$ cat src/rtl/blink_gen_pkg.sv
// blink_gen_pkg: shared definitions for the blink/pulse generator.
//   mode_t  - per-channel operating mode encoding (matches cfg_mode)
//   CH_MAX  - upper bound on the channel count
package blink_gen_pkg;

   localparam int CH_MAX = 16;

   typedef enum logic [1:0] {
      MODE_OFF   = 2'b00,
      MODE_ON    = 2'b01,
      MODE_BLINK = 2'b10,
      MODE_PULSE = 2'b11
   } mode_t;

endpackage

$ cat src/rtl/blink_gen_tick_div.sv
// tick_div: free-running prescaler producing a registered 1-cycle tick
// every DIV clocks. Reusable on its own.
//   clk  - clock
//   res  - asynchronous active-high reset
//   clr  - synchronous phase clear (counter and pending tick)
//   tick - 1-cycle pulse, first one DIV clocks after reset/clear
module tick_div #(
   parameter int DIV = 10
) (
   input  logic clk,
   input  logic res,
   input  logic clr,
   output logic tick
);

   localparam int CW = (DIV > 1) ? $clog2(DIV) : 1;

   logic [CW-1:0] cnt;
   logic          wrap;

   assign wrap = (cnt == CW'(DIV - 1));

   // tick is registered off the wrap compare, so it lands one cycle after
   // cnt==DIV-1, i.e. exactly DIV clocks after reset or clear.
   always_ff @(posedge clk or posedge res) begin
      if (res) begin
         cnt  <= '0;
         tick <= 1'b0;
      end else if (clr) begin
         cnt  <= '0;
         tick <= 1'b0;
      end else begin
         tick <= wrap;
         cnt  <= wrap ? '0 : cnt + CW'(1);
      end
   end

endmodule

$ cat src/rtl/blink_gen.sv
// blink_gen: multi-channel programmable blink/pulse generator.
// A shared prescaler ticks at TICK_HZ; each channel counts ticks and drives
// its output according to its mode (OFF, ON, BLINK, PULSE).
//   clk        - clock
//   res        - asynchronous active-high reset
//   cfg_we     - 1-cycle config write strobe
//   cfg_ch     - target channel (out-of-range values are ignored)
//   cfg_mode   - 00 OFF, 01 ON, 10 BLINK, 11 PULSE
//   cfg_half   - half-period / pulse length in ticks (0 behaves as 1)
//   resync     - 1-cycle pulse, phase-aligns prescaler and all channels
//   tick       - prescaler tick
//   opt        - channel outputs
//   pulse_done - 1-cycle flag when a PULSE channel expires
module blink_gen
   import blink_gen_pkg::*;
#(
   parameter int CLK_HZ   = 50_000_000,
   parameter int TICK_HZ  = 1000,
   parameter int CH       = 4,
   parameter int CNT_W    = 16,
   parameter int DEF_HALF = 500,
   localparam int CHW     = (CH > 1) ? $clog2(CH) : 1
) (
   input  logic             clk,
   input  logic             res,
   input  logic             cfg_we,
   input  logic [CHW-1:0]   cfg_ch,
   input  logic [1:0]       cfg_mode,
   input  logic [CNT_W-1:0] cfg_half,
   input  logic             resync,
   output logic             tick,
   output logic [CH-1:0]    opt,
   output logic [CH-1:0]    pulse_done
);

   localparam int DIV = CLK_HZ / TICK_HZ;

   if (DIV < 2) begin : g_div_chk
      $error("blink_gen: CLK_HZ/TICK_HZ must be at least 2");
   end
   if (CH < 1 || CH > CH_MAX) begin : g_ch_chk
      $error("blink_gen: CH must be in 1..16");
   end

   tick_div #(.DIV(DIV)) u_div (
      .clk  (clk),
      .res  (res),
      .clr  (resync),
      .tick (tick)
   );

   for (genvar i = 0; i < CH; i++) begin : g_ch
      mode_t            mode;
      logic [CNT_W-1:0] half;
      logic [CNT_W-1:0] cnt;
      logic [CNT_W-1:0] half_eff;
      logic             last;
      logic             wr;
      logic             opt_q;
      logic             done_q;

      assign half_eff = (half == '0) ? CNT_W'(1) : half;
      assign last     = (cnt == half_eff - CNT_W'(1));
      // Exact match against i<CH, so out-of-range cfg_ch never hits a channel.
      assign wr       = cfg_we && (cfg_ch == CHW'(i));

      // Priority: write, then resync, then tick. A write on a tick clock
      // swallows that tick, so no toggle or pulse_done can come from it.
      always_ff @(posedge clk or posedge res) begin
         if (res) begin
            mode   <= MODE_BLINK;
            half   <= CNT_W'(DEF_HALF);
            cnt    <= '0;
            opt_q  <= 1'b1;
            done_q <= 1'b0;
         end else begin
            done_q <= 1'b0;
            if (wr) begin
               mode  <= mode_t'(cfg_mode);
               half  <= cfg_half;
               cnt   <= '0;
               opt_q <= (cfg_mode != MODE_OFF);
            end else if (resync) begin
               cnt <= '0;
               if (mode == MODE_BLINK || mode == MODE_PULSE)
                  opt_q <= 1'b1;
            end else if (tick) begin
               case (mode)
                  MODE_BLINK: begin
                     if (last) begin
                        opt_q <= ~opt_q;
                        cnt   <= '0;
                     end else begin
                        cnt <= cnt + CNT_W'(1);
                     end
                  end
                  MODE_PULSE: begin
                     if (last) begin
                        opt_q  <= 1'b0;
                        mode   <= MODE_OFF;
                        done_q <= 1'b1;
                        cnt    <= '0;
                     end else begin
                        cnt <= cnt + CNT_W'(1);
                     end
                  end
                  default: cnt <= '0;
               endcase
            end
         end
      end

      assign opt[i]        = opt_q;
      assign pulse_done[i] = done_q;
   end

endmodule

$ cat config.mk
export PLATFORM = sky130hd
export DESIGN_NAME = blink_gen
export DESIGN_NICKNAME = d
export VERILOG_FILES = /design/src/rtl/blink_gen_pkg.sv /design/src/rtl/blink_gen_tick_div.sv /design/src/rtl/blink_gen.sv
export SDC_FILE = /design/constraint.sdc
export NUM_CORES = 1
export LEC_CHECK = 0
export ABC_AREA = 1
export BUFFER_PORTS_ARGS = -buffer_cell sky130_fd_sc_hd__buf_2
export CAP_MARGIN = 10
export CORE_UTILIZATION = 30
export CTS_BUF_LIST = sky130_fd_sc_hd__clkbuf_4 sky130_fd_sc_hd__clkbuf_8 sky130_fd_sc_hd__clkbuf_16
export DETAILED_ROUTE_END_ITERATION = 10
export HOLD_SLACK_MARGIN = 0.02
export SLEW_MARGIN = 20
export SYNTH_ARGS = -nofsm -noshare
export SYNTH_HDL_FRONTEND = slang
export SYNTH_HIERARCHICAL = 1
export SYNTH_SLANG_ARGS = --single-unit
export TNS_END_PERCENT = 1
$ cat constraint.sdc
create_clock -name clk -period 4.7 [get_ports clk]
set_input_delay 0.235 -clock clk [delete_from_list [all_inputs] [get_ports clk]]
set_output_delay 0.235 -clock clk [all_outputs]
set_load 0.005 [all_outputs]
==> results_dict.tcl, run 1 <==
set metrics [dict create \
    track_usage 0.163 \
    drt_iter0_drc 670 \
    via_per_inst 4.69 \
    status "completed" \
    cp_slowest_cell "dfstp_2" \
    p_int_uw 2700 \
    core_area_um2 36500 \
    synth-main-ff-cell "dfrtp_1" \
    pin_count 33 \
    peakVddDrop_mv 0.188 \
    tightest_slew_ns 0.848 \
    timing.critical_path.mode_cell "nand2_1" \
    num_vias 10100 \
    mostFrequentLayoutCells "nand2_1 (529), inv_1 (213), nor2_1 (194), nand3_1 (132), dfrtp_1 (129)" \
    syn_to_final_growth_pct 10.9 \
    drt_pass1_iterations 6 \
    rsz0062_at_grt "false" \
    yosysWarnings 6 \
    cts_buffer_depth 2 \
    ant_nets 0 \
    yosysUniqueCellTypes 42 \
    mappedNetlistNets 1682 \
    critPathMaxStageDelay_ns 0.61 \
    syn_area_per_cell_um2 6.75 \
    post_drt_wl_per_cell_um 14.0 \
    cp_num_buf_inv 1 \
    dp.cells 2115 \
    place_congestion 0.916 \
    antenna_found_initial 0 \
    final_area_um2 12300 \
    skew_ns 0.0100 \
    p_switching_uw 1410 \
    pwr-share-clk 0.351 \
    cts_resized 0 \
    multi_input_area_um2 6050 \
    synth_area_leaders "dfrtp_1 (29%), nand2_1 (18%), dfstp_2 (7.6%)" \
    ys_seq_area_frac 0.365 \
    post-cts-setup-buffers 0 \
    cp_max_fo 15 \
    grt_use_met3 0.0234 \
    synth_top_cell_by_area "dfrtp_1" \
    grt.met1_usage 0.227 \
    seqPwrFrac 0.409 \
    grt_pass1_wl_um 49600 \
    htree_levels 4 \
    grt_busiest_layer "met2" \
    netlist_area_um2 11100 \
    hold_buffers 1 \
    insertion_delay_ns 0.43 \
    synth_seq_cells 161 \
    grt_pass1_vias 9507 \
    worst_slack_ns 1.52 \
    finalNetCount 1700 \
    die_h_um 195 \
    grt_overflow 0 \
    cap_violations 0 \
    hp-class "primary input to flip-flop" \
    reg2reg_slack_ns 1.52 \
    yosys.area.top_type_share 0.290 \
    power_leakage_uw 0.00619 \
    p_sw_frac 0.343 \
    synth-async-reset-ratio 1.00 \
    die_w_um 195 \
    crit_path_end_kind "flip-flop" \
    seq_area_um2 4070 \
    finalCritPeriodShare 0.677 \
    p_comb_frac 0.240 \
    cts_sinks 161 \
    row_count 70 \
    fin_cells 2148 \
    use_met2 0.262 \
    fmax_mhz 314 \
    drc_errors 0 \
    place_ws_ns 1.50 \
    fin_crit_ns 3.18 \
    finalHoldViolations 0 \
    antenna_cells 0 \
    grt_max_degree 61 \
    cts_tree "yes" \
    setup_viol 0 \
    crit_family "simple AND/OR/NAND/NOR gates" \
    hpwl_um 23100 \
    layout-drive-gt1-share 0.0911 \
    dpl_cell_area_um2 11700 \
    n_fill_cell 3866 \
    synth_cells 1649 \
    cp.arrival_ns 3.49 \
    cts-root-buf "clkbuf_16" \
    synth-edff-count 0 \
    crit_required_ns 5.01 \
    dieArea_um2 37900 \
    cts_made_buffers 17 \
    initial_core_util 0.305 \
    final_common_cell "nand2_1" \
    finalMaxSlewViolations 0 \
    tns_ns 0 \
    clkTransAtPathRegs_ns 0.07 \
    cp_cell_sequence "nor2_1 -> nand2_1 -> nor2_1 -> nand2_1 -> nand2_1 -> inv_1 -> ha_1 -> nand2_2 -> nor2_2 -> xor2_1 -> xor2_1 -> nand2_1 -> nor2_1 -> nand2_1 -> nor2_1 -> nand2_1 -> nand2_2 -> o21ai_0" \
    io_buffers 32 \
    worst-setup-path-type "flip-flop to flip-flop" \
    finalPower_uw 4110 \
    slew_headroom 0.429 \
    routed_wirelength_um 30000 \
    p_per_area_nw_per_um2 333 \
    cp-start-kind "flip-flop" \
]
-- state kept, by name, summed over array words and instances (netlist names) --
name and count:
g_ch.done_q 4, g_ch.mode 8, g_ch.cnt 64, u_div/cnt 16, u_div/tick 1, g_ch.opt_q 4, g_ch.half 64
-- power by group through the flow --
stage	sequential (uW)	combinational, uW	clock [uW]
after detailed placement	1700	978	0
final	1680	986	1440
after global placement	1700	972	0
after floorplan	1650	767	0
after global routing	1700	1130	1540
after CTS	1680	985	1480
-- per-stage QoR --
step | hold slack [ns] | util
final | 0.0426 | 0.338
after global routing | 0.0532 | 0.338
after CTS | 0.0247 | 0.338
after detailed placement | 0.287 | 0.321
after global placement | 0.287 | 0.321
after floorplan | 0.161 | -
-- synth_stat cells, drive strengths merged (2+ instances only) --
master	count
xnor2	29
o21ai	105
dfrtp	129
or2	10
nor4	6
xnor3	5
inv	216
a31oi	2
nor2	212
nand4	42
o21bai	4
nor3	25
clkbuf	28
ha	9
nand2	540
buf	14
nor3b	3
a21oi	15
dfstp	32
nand3	135
nand3b	7
xor2	75
-- worst paths after layout --
| check | to | cells after the start | startpoint |
|---|---|---|---|
| worst max register to register | g_ch[2].cnt[14] | 18 | g_ch[2].half[4] |
| worst min-delay path | g_ch[0].half[8] | 3 | cfg_half[8] |
| worst max-delay path | g_ch[2].cnt[14] | 18 | g_ch[2].half[4] |
| max in group asynchronous | g_ch[2].cnt[12] | 4 | res |
| worst min register to register | u_div/cnt[0] | 1 | u_div/cnt[0] |
| min in group asynchronous | g_ch[0].cnt[15] | 3 | res |
-- layer usage --
metal / part of all wire / wire [um]
met2: 0.45 / 13500
met3: 0.041 / 1220
met4: 0.017 / 523
met1: 0.49 / 14700
met5: 0 / 0
-- worst reg2reg max path: stages, from the launching register on --
cell and delay [ns]:
dfstp_2 0.61, nor2_1 0.07, nand2_1 0.09, nor2_1 0.05, nand2_1 0.30, nand2_1 0.14
inv_1 0.08, ha_1 0.20, nand2_2 0.11, nor2_2 0.16, xor2_1 0.19, xor2_1 0.23
nand2_1 0.08, nor2_1 0.11, nand2_1 0.07, nor2_1 0.13, nand2_1 0.10, nand2_2 0.23
o21ai_0 0.12
-- logic make-up (layout without fill, tap and decap cells) --
family | count (synthesis) | after routing | share of synthesized area
AND/OR/NAND/NOR | 981 | 981 | 0.378
XOR/XNOR | 109 | 109 | 0.0926
AO/OA/AOI/OAI | 131 | 131 | 0.0611
flip-flops | 161 | 161 | 0.365
buffers and inverters | 258 | 289 | 0.0926
adder cells (fa/ha/maj) | 9 | 9 | 0.0101
-- area by class of cell --
cell class / instances / share of cell area
Clock buffer: 19 / 0.0362
Clock inverter: 13 / 0.0122
Timing Repair Buffer: 41 / 0.0187
Tap cell: 468 / 0.0474
Inverter: 216 / 0.0661
Multi-Input combinational cell: 1230 / 0.490
Sequential cell: 161 / 0.330
Note: power is estimated with default switching activity, not from simulation.
==> inputs of run 2 (changes only) <==
==> constraint.sdc (replaced) <==
create_clock -name clk -period 3.2 [get_ports clk]
set_input_delay 0.16 -clock clk [delete_from_list [all_inputs] [get_ports clk]]
set_output_delay 0.16 -clock clk [all_outputs]
set_load 0.005 [all_outputs]
==> run 2 against run 1 <==
Compared with the run above:
- critical path depth increased by 3
- via count grew 1.3%
- register-to-register slack lost 1.4 ns
- largest cell class unchanged
- sequential cell count stayed put
- clock power is 47% higher
- fmax rose by 4.7%
- cell area grew 1.8%
- sequential power rose by 46%
- highest routed layer unchanged
==> results_dict.tcl, run 2 (synthesis results as in run 1) <==
set metrics [dict create \
    final_area_um2 12600 \
    crit_required_ns 3.53 \
    skew_ns 0.0151 \
    num_vias 10200 \
    reg2reg_slack_ns 0.16 \
    rsz0062_at_grt "true" \
    cts_buffer_depth 2 \
    drt_pass1_iterations 5 \
    finalMaxSlewViolations 0 \
    row_count 70 \
    grt_max_degree 55 \
    grt_overflow 0 \
    p_per_area_nw_per_um2 485 \
    antenna_cells 0 \
    multi_input_area_um2 6080 \
    slew_headroom 0.358 \
    crit_path_end_kind "flip-flop" \
    tightest_slew_ns 0.954 \
    finalHoldViolations 0 \
    track_usage 0.167 \
    drt_iter0_drc 701 \
    insertion_delay_ns 0.45 \
    hp-class "primary input to flip-flop" \
    cap_violations 0 \
    status "completed" \
    worstSetupStartpoint "g_ch[1].half[5]" \
    cp_max_fo 15 \
    finalCritPeriodShare 0.950 \
    initial_core_util 0.305 \
    power_leakage_uw 0.00630 \
    cts_sinks 161 \
    fin_hold_ws_ns 0.0274 \
    peakVddDrop_mv 0.381 \
    mostFrequentLayoutCells "nand2_1 (526), inv_1 (212), nor2_1 (188), nand3_1 (132), dfrtp_1 (129)" \
    layout-drive-gt1-share 0.104 \
    r2r_start "g_ch[1].half[5]" \
    post_drt_wl_per_cell_um 14.1 \
    cp-endpoint "g_ch[1].cnt[3]" \
    pin_count 33 \
    setup_viol 0 \
    cp-start-kind "flip-flop" \
    antenna_found_initial 0 \
    syn_to_final_growth_pct 12.9 \
    cts_made_buffers 17 \
    cp.arrival_ns 3.37 \
    n_fill_cell 3876 \
    clkTransAtPathRegs_ns 0.07 \
    die_h_um 195 \
    cts_tree "yes" \
    top_regs "g_ch.cnt x64, g_ch.half x64, u_div/cnt x16" \
    die_w_um 195 \
    cts-root-buf "clkbuf_16" \
    worst-setup-path-type "flip-flop to flip-flop" \
    htree_levels 4 \
    io_buffers 32 \
    grt_pass1_wl_um 50700 \
    fmax_mhz 329 \
    reg2reg_depth 21 \
    finalNetCount 1718 \
    drc_errors 0 \
    final_common_cell "nand2_1" \
    core_area_um2 36500 \
    fin_crit_ns 3.04 \
    routed_wirelength_um 30600 \
    hpwl_um 23500 \
    dpl_cell_area_um2 11800 \
    via_per_inst 4.71 \
    grt_pass1_vias 9783 \
    dieArea_um2 37900 \
    place_congestion 0.937 \
    regToRegEndpoint "g_ch[1].cnt[3]" \
    ant_nets 0 \
    seq_area_um2 4070 \
]
[run 2: metal layers]
| layer | up-vias | track usage | wire, um |
|---|---|---|---|
| met4 | 0 | 0.0359 | 448 |
| li1 | 5234 | - | - |
| met2 | 205 | 0.277 | 14100 |
| met3 | 37 | 0.0279 | 1260 |
| met5 | - | 0 | 0 |
| met1 | 4720 | 0.227 | 14800 |
[run 2: what timing repair did]
action                                  4_1_cts  5_1_grt
hold buffers                                  6        0
endpoints found under the setup margin        0       63
setup buffers                                 0        3
resized for setup                             0       13
endpoints found under the hold margin        46        0
[run 2: through the flow]
stage	instances	setup WS (ns)	total power [uW]	TNS, ns	util
floorplan	1649	0.588	3560	0	-
global placement	2125	0.143	3940	0	0.324
detailed placement	2125	0.139	3960	0	0.324
CTS	2163	0.130	6110	0	0.342
global route	2166	-0.0727	6460	-1.17	0.344
finish	2166	0.160	6090	0	0.344
[run 2: worst min path at each step]
stage                start              end  slack, ns  cells after the start
6_report       cfg_mode[0]  g_ch[2].mode[0]       0.03                      3
3_3_place_gp           res  g_ch[0].cnt[15]       0.29                      2
3_5_place_dp           res  g_ch[0].cnt[15]       0.30                      2
5_1_grt        cfg_mode[0]  g_ch[1].mode[0]       0.03                      3
4_1_cts        cfg_mode[0]  g_ch[2].mode[0]       0.02                      3
2_1_floorplan          res     u_div/cnt[0]       0.09                      1
[run 2: critical path, stage by stage, from the launching register on]
cell and delay (ns):
dfstp_2 0.58, nor2_1 0.08, nand2_1 0.14, nor2_4 0.07, nand2_4 0.12, nand2_1 0.08
inv_1 0.08, ha_2 0.21, nand2_2 0.12, o21ai_0 0.25, nand3_1 0.11, nand2_1 0.10
nand3_1 0.12, nor2_1 0.14, nand2_1 0.06, nor2_1 0.14, nand2_1 0.08, nand2_2 0.12
nor2_4 0.06, buf_12 0.15, nand2_1 0.06, nand2_1 0.05
[run 2: power by group]
group | leakage, uW | switching, uW | total [uW] | internal, uW
Clock | 0.000293 | 992 | 2120 | 1130
Combinational | 0.00394 | 972 | 1510 | 540
Sequential | 0.00206 | 198 | 2460 | 2260
[run 2: layout make-up]
type	instances	share of cell area
Clock buffer	18	0.0344
Clock inverter	14	0.0129
Inverter	216	0.0648
Multi-Input combinational cell	1230	0.483
Timing Repair Buffer	59	0.0340
Tap cell	468	0.0466
Sequential cell	161	0.324
